--- config.mk ---
export PLATFORM = sky130hd
export DESIGN_NAME = shr_pin_harness
export DESIGN_NICKNAME = d
export VERILOG_FILES = /design/src/rtl/shr_harness_pkg.sv /design/src/rtl/sat_counter.sv /design/src/rtl/shr_pin_harness.sv
export SDC_FILE = /design/constraint.sdc
export NUM_CORES = 1
export LEC_CHECK = 0
export ABC_AREA = 0
export BUFFER_PORTS_ARGS = -buffer_cell sky130_fd_sc_hd__buf_2
export CAP_MARGIN = 20
export CORE_MARGIN = 1
export CORE_UTILIZATION = 45
export CTS_CLUSTER_DIAMETER = 150
export CTS_CLUSTER_SIZE = 40
export DETAILED_ROUTE_END_ITERATION = 16
export MAX_ROUTING_LAYER = met4
export PLACE_DENSITY = 0.79
export SLEW_MARGIN = 20
export SYNTH_ARGS = -nofsm -noshare
export SYNTH_HDL_FRONTEND = slang
export SYNTH_SLANG_ARGS = --single-unit
export TNS_END_PERCENT = 5
--- constraint.sdc ---
create_clock -name clk -period 1.44 [get_ports clk]
set_clock_uncertainty 0.05 [all_clocks]
set_input_delay 0.216 -clock clk [delete_from_list [all_inputs] [get_ports clk]]
set_output_delay 0.216 -clock clk [all_outputs]
set_load 0.02 [all_outputs]
--- src/rtl/shr_harness_pkg.sv ---
// Shared types and width helpers for the serial pin harness.
package shr_harness_pkg;

    typedef enum logic [1:0] {
        IDLE,
        WAIT,
        UNLOAD
    } state_t;

    function automatic int clog2(input int v);
        int r;
        r = 0;
        while ((1 << r) < v) begin
            r++;
        end
        return r;
    endfunction

    function automatic int max2(input int a, input int b);
        return (a > b) ? a : b;
    endfunction

endpackage

--- src/rtl/sat_counter.sv ---
// Saturating up-counter with a synchronous load that overrides counting.
module sat_counter
    import shr_harness_pkg::*;
#(
    parameter int W   = 4,
    parameter int MAX = 9
) (
    input  logic         clk,
    input  logic         rst_n,
    input  logic         load,
    input  logic [W-1:0] load_val,
    input  logic         inc,
    output logic [W-1:0] cnt
);

    logic [W-1:0] cnt_q;
    logic [W-1:0] cnt_d;

    always_comb begin
        cnt_d = cnt_q;
        if (load) begin
            cnt_d = load_val;
        end else if (inc && (cnt_q != W'(MAX))) begin
            cnt_d = cnt_q + W'(1);
        end
    end

    always_ff @(posedge clk) begin
        if (!rst_n) begin
            cnt_q <= '0;
        end else begin
            cnt_q <= cnt_d;
        end
    end

    assign cnt = cnt_q;

endmodule

--- src/rtl/shr_pin_harness.sv ---
// Serial-in stimulus register, frame-checked load, delayed capture of the
// primitive's outputs and serial MSB-first unload with a valid qualifier.
module shr_pin_harness
    import shr_harness_pkg::*;
#(
    parameter int DIN_N   = 8,
    parameter int DOUT_N  = 8,
    parameter int CAP_DLY = 2
) (
    input  logic              clk,
    input  logic              rst_n,
    input  logic              di,
    input  logic              di_vld,
    input  logic              stb,
    output logic [DIN_N-1:0]  din_o,
    input  logic [DOUT_N-1:0] dout_i,
    output logic              do_o,
    output logic              do_vld,
    output logic              busy,
    output logic              frame_err
);

    localparam int BW = clog2(DIN_N + 2);
    localparam int CW = clog2(max2(CAP_DLY, DOUT_N) + 1);
    localparam logic [BW-1:0] BIT_FULL = BW'(DIN_N);

    state_t            state_q, state_d;
    logic [DIN_N-1:0]  din_shr_q, din_shr_d;
    logic [DIN_N-1:0]  din_q, din_d;
    logic [DOUT_N-1:0] dout_shr_q, dout_shr_d;
    logic [CW-1:0]     cnt_q, cnt_d;
    logic              frame_err_q, frame_err_d;
    logic [DIN_N-1:0]  din_nxt;
    logic [BW-1:0]     bit_cnt;
    logic              accept;
    logic              bit_load;

    if (DIN_N == 1) begin : g_shr1
        assign din_nxt = di;
    end else begin : g_shrn
        assign din_nxt = {din_shr_q[DIN_N-2:0], di};
    end

    assign accept   = stb && (state_q == IDLE) && (bit_cnt == BIT_FULL);
    // any strobe seen in IDLE restarts framing, keeping a same-cycle bit
    assign bit_load = stb && (state_q == IDLE);

    sat_counter #(
        .W   (BW),
        .MAX (DIN_N + 1)
    ) u_bit_cnt (
        .clk      (clk),
        .rst_n    (rst_n),
        .load     (bit_load),
        .load_val (BW'(di_vld)),
        .inc      (di_vld),
        .cnt      (bit_cnt)
    );

    always_comb begin
        state_d     = state_q;
        din_shr_d   = din_shr_q;
        din_d       = din_q;
        dout_shr_d  = dout_shr_q;
        cnt_d       = cnt_q;
        frame_err_d = stb && !accept;
        if (di_vld) begin
            din_shr_d = din_nxt;
        end
        unique case (state_q)
            IDLE: begin
                if (accept) begin
                    din_d   = din_shr_q;
                    cnt_d   = CW'(CAP_DLY);
                    state_d = WAIT;
                end
            end
            WAIT: begin
                if (cnt_q == CW'(1)) begin
                    dout_shr_d = dout_i;
                    cnt_d      = CW'(DOUT_N);
                    state_d    = UNLOAD;
                end else begin
                    cnt_d = cnt_q - CW'(1);
                end
            end
            UNLOAD: begin
                dout_shr_d = dout_shr_q << 1;
                if (cnt_q == CW'(1)) begin
                    cnt_d   = '0;
                    state_d = IDLE;
                end else begin
                    cnt_d = cnt_q - CW'(1);
                end
            end
            default: begin
                state_d = IDLE;
            end
        endcase
    end

    always_ff @(posedge clk) begin
        if (!rst_n) begin
            state_q     <= IDLE;
            din_shr_q   <= '0;
            din_q       <= '0;
            dout_shr_q  <= '0;
            cnt_q       <= '0;
            frame_err_q <= 1'b0;
        end else begin
            state_q     <= state_d;
            din_shr_q   <= din_shr_d;
            din_q       <= din_d;
            dout_shr_q  <= dout_shr_d;
            cnt_q       <= cnt_d;
            frame_err_q <= frame_err_d;
        end
    end

    assign din_o     = din_q;
    assign busy      = (state_q != IDLE);
    assign do_vld    = (state_q == UNLOAD);
    assign do_o      = do_vld && dout_shr_q[DOUT_N-1];
    assign frame_err = frame_err_q;

endmodule

==> metrics.md <==
| Metric | Value |
|---|---|
| H-tree depth | 2 |
| Worst slew pin tran | roughly 0.34 ns |
| Gr usage total | 0.200 |
| Leak | between 1 and 1.5 nW |
| Most instantiated cells after synthesis | dfxtp_1 (35), mux2i_1 (26), nor2b_1 (18) |
| Synth unique cells | 37 |
| Startpoint Class | flip-flop |
| Vias per inst | about 5.1 |
| Share of cells above drive strength 1 | 0.379 |
| Peak Freq | roughly 0.65 GHz |
| Layout Cells excl Fill | 267 |
| Sequential Power Share | 0.455 |
| Pre-CTS setup slack | -0.0930 ns |
| Peak supply drop | roughly 650 uV |
| Hold-fix buffers at CTS | 0 |
| Ys async rst share | 0 |
| Slew Limit Headroom | 0.777 |
| Status | complete, but fails checks |
| CP top delay family | buffers and inverters |
| Hold worst-path end | din_shr_q[0] |
| RR Startpoint | state_q[1] |
| Core area | 3690 um2 |
| Die ar. | about 4100 um2 |
| Pin count of the biggest net entering global routing | 31 |
| Layout area overhead | 34.2% |
| I/O pin total | 25 |
| First-pass GRT wire length | approximately 6100 um |
| Nets | 240 |
| Slowest CP cell | dfxtp_2 |
| Synth area leaders | dfxtp_1 (40%), mux2i_1 (15%), ha_1 (6.5%), nor2b_1 (6.5%), o211a_1 (4.0%) |
| Pint | roughly 1.7 mW |
| Yosys warnings | 0 |
| FP Rows | 22 |
| Residual DRC count | 0 |
| Combinational Power Share | 0.047 |
| Clock period minus worst slack | about 1.5 ns |
| Part of the power in the clock network | 0.498 |
| CTS tree | done |
| Unrepaired setup endpoints after global routing | true |
| Final slew viol count | 0 |
| Clock buffer depth | 2 |
| DR iter-0 viols | 36 |
| Reg clk slew, reported paths | ~0.08 ns |
| Total of fill cells in the finished design | 314 |
| Count leader, synth | dfxtp_1 |
| Placed Cells | 255 |
| Die Height | between 60 and 70 um |
| Flops & latches, synth | 35 |
| Main flop type after synthesis | dfxtp_1 |
| CP max FO | 4 |
| Hold_sp | di |
| I/O Buffers | 24 |
| FF-to-FF setup slack | -0.09 ns |
| Mapped Area | between 1500 and 2000 um2 |
| Max-Cap Viols | 0 |
| Cts bufs inserted | 5 |
| Fin. Hold Viols | 0 |
| Detail Route Antenna Nets | 0 |
| Die X | about 64 um |
| Most frequent CP cell | buf_6 |
| Cells after Synth | roughly 170 |
| Register area share after synthesis | 0.404 |
| CTS root buf | clkbuf_8 |
| Yosys top cell area share | 0.404 |
| HP Class | in -> reg |
| Routed WL | between 3000 and 4000 um |
| Final WS setup | -0.104 ns |
| Initial antenna violation count | 0 |
| Pwr/cell area | between 900 and 1000 nW/um2 |
| Final Cycle Share | 1.07 |
| P_sw | about 0.44 mW |
| Crit Path Class | reg -> out |
| Worst reg2reg endpoint | cnt_q[2] |
| Crit path arrival time | between 1 and 1.5 ns |
| R2R depth | 7 |
| Worst Setup End Kind | output port |
| CP max stage delay | 0.34 ns |
| Overflow left after global routing | 0 |
| Inserted Diodes | 0 |
| Vias | about 1400 |
| Clk sinks | 35 |
| CP Buf/Inv Count | 3 |
| Design Power | between 2 and 2.5 mW |
| Clock Latency Late Sink | roughly 0.29 ns |
| Vias in the first global route | roughly 1300 |
| Final Util | 0.631 |
| Largest area contributor in the netlist | dfxtp_1 |
| Sw Share | 0.205 |
| Initial core utilization | 0.470 |
| Initial DRT Pass Iterations | 4 |
| EDFF count, synth | 0 |
| CP cell instances | buf_6, ha_4, buf_6, and2_4, buf_6 |
| Final setup vio count | 7 |
| Violated checks | setup timing |
| DR WL/cell | around 14 um |
| Synth Area per Inst | between 10 and 15 um2 |
| Required @ worst endpoint | roughly 1.2 ns |
| Cells on Worst Hold Path | 3 |
| GP Congestion | approximately 0.82 |
| Hpwl dp | around 2400 um |
| Mapped Nets | 194 |
==> power by group through the flow <==
| stage | combinational, mW | clock [mW] | sequential [mW] |
|---|---|---|---|
| after floorplan | 0.0569 | 0 | 1.00 |
| after global placement | 0.0936 | 0 | 1.00 |
| after detailed placement | 0.0954 | 0 | 1.00 |
| after CTS | 0.0965 | 1.09 | 0.979 |
| after global routing | 0.113 | 1.14 | 0.980 |
| final | 0.101 | 1.07 | 0.979 |
==> placed cells by master (no fill, tap or decap), drive strengths merged <==
master    count
mux2i        26
nor3b         2
bufinv        2
a2bb2oi       1
dfxtp        35
nand4         1
and4b         1
o41ai         1
nand2        15
a211oi        2
clkinvlp      1
o211ai        2
and4          1
or3           1
ha            9
nor2b        19
clkbuf        5
a21boi        1
xor2          2
and2          1
nand3b        1
a221oi        1
mux2          2
inv          10
nor2          8
a21oi         7
nand2b        1
buf          47
o211a         7
nand4b        1
a31o          1
nand3         2
o21ai         3
==> state kept, by name, summed over array words and instances (netlist names) <==
| name | count |
|---|---|
| din_o | 8 |
| din_shr_q | 8 |
| dout_shr_q | 8 |
| cnt_q | 4 |
| u_bit_cnt.cnt | 4 |
| state_q | 2 |
| frame_err | 1 |
==> stage by stage <==
step / cell area [um2] / hold slack, ns / TNS [ns]
detailed placement: 2030 / 0.440 / -0.370
global placement: 2030 / 0.423 / -0.0779
finish: 2330 / 0.134 / -0.398
floorplan: 1770 / 0.280 / -0.151
CTS: 2280 / 0.126 / -0.520
global route: 2330 / 0.141 / -1.30
==> routing by layer <==
layer | share of wire | track usage | up-vias | routed length, um
met3 | 0.042 | 0.0732 | 5 | 151
met4 | 0.012 | 0.0767 | 0 | 45
li1 | - | - | 686 | -
met2 | 0.46 | 0.311 | 31 | 1670
met5 | 0 | - | - | 0
met1 | 0.48 | 0.235 | 631 | 1750
==> worst min-delay path: stages <==
cell and delay, ns:
buf_2 0.08, mux2i_1 0.06, nor2b_1 0.09
==> cell type report <==
type,count,area [um2],share of cell area
multi-input combinational,119,1060,0.456
sequential,35,704,0.303
timing repair buffer,47,327,0.140
clock buffer,5,68.8,0.0296
clock inverter,3,67.6,0.0290
tap,48,60.1,0.0258
inverter,10,37.5,0.0161
==> worst max path at each step <==
stage,start,endpoint,slack (ns),cells past startpoint
final,state_q[1],do_o,-0.10,5
after global routing,state_q[1],do_o,-0.14,5
after CTS,state_q[1],do_o,-0.09,5
after detailed placement,state_q[0],cnt_q[2],-0.09,6
after global placement,state_q[0],state_q[0],-0.03,6
after floorplan,state_q[0],dout_shr_q[1],-0.02,5
==> cell families (layout without fill, tap and decap cells) <==
family,Yosys count,in the layout,synth area share
buffers and inverters,19,65,0.0578
AOI/OAI and AO/OA,26,26,0.121
adders and majority gates,9,9,0.0650
xor gates and xnor gates,2,2,0.0101
and+or+nand+nor,54,54,0.185
muxes,27,28,0.157
DFF,35,35,0.404
==> what timing repair did <==
item	in CTS	in global routing
buffers inserted	3	0
hold endpoints to repair	0	0
gates cloned	0	1
pin swaps	3	4
endpoints found under the setup margin	23	26
resized for setup	22	11
Note: power is estimated with default switching activity, not from simulation.
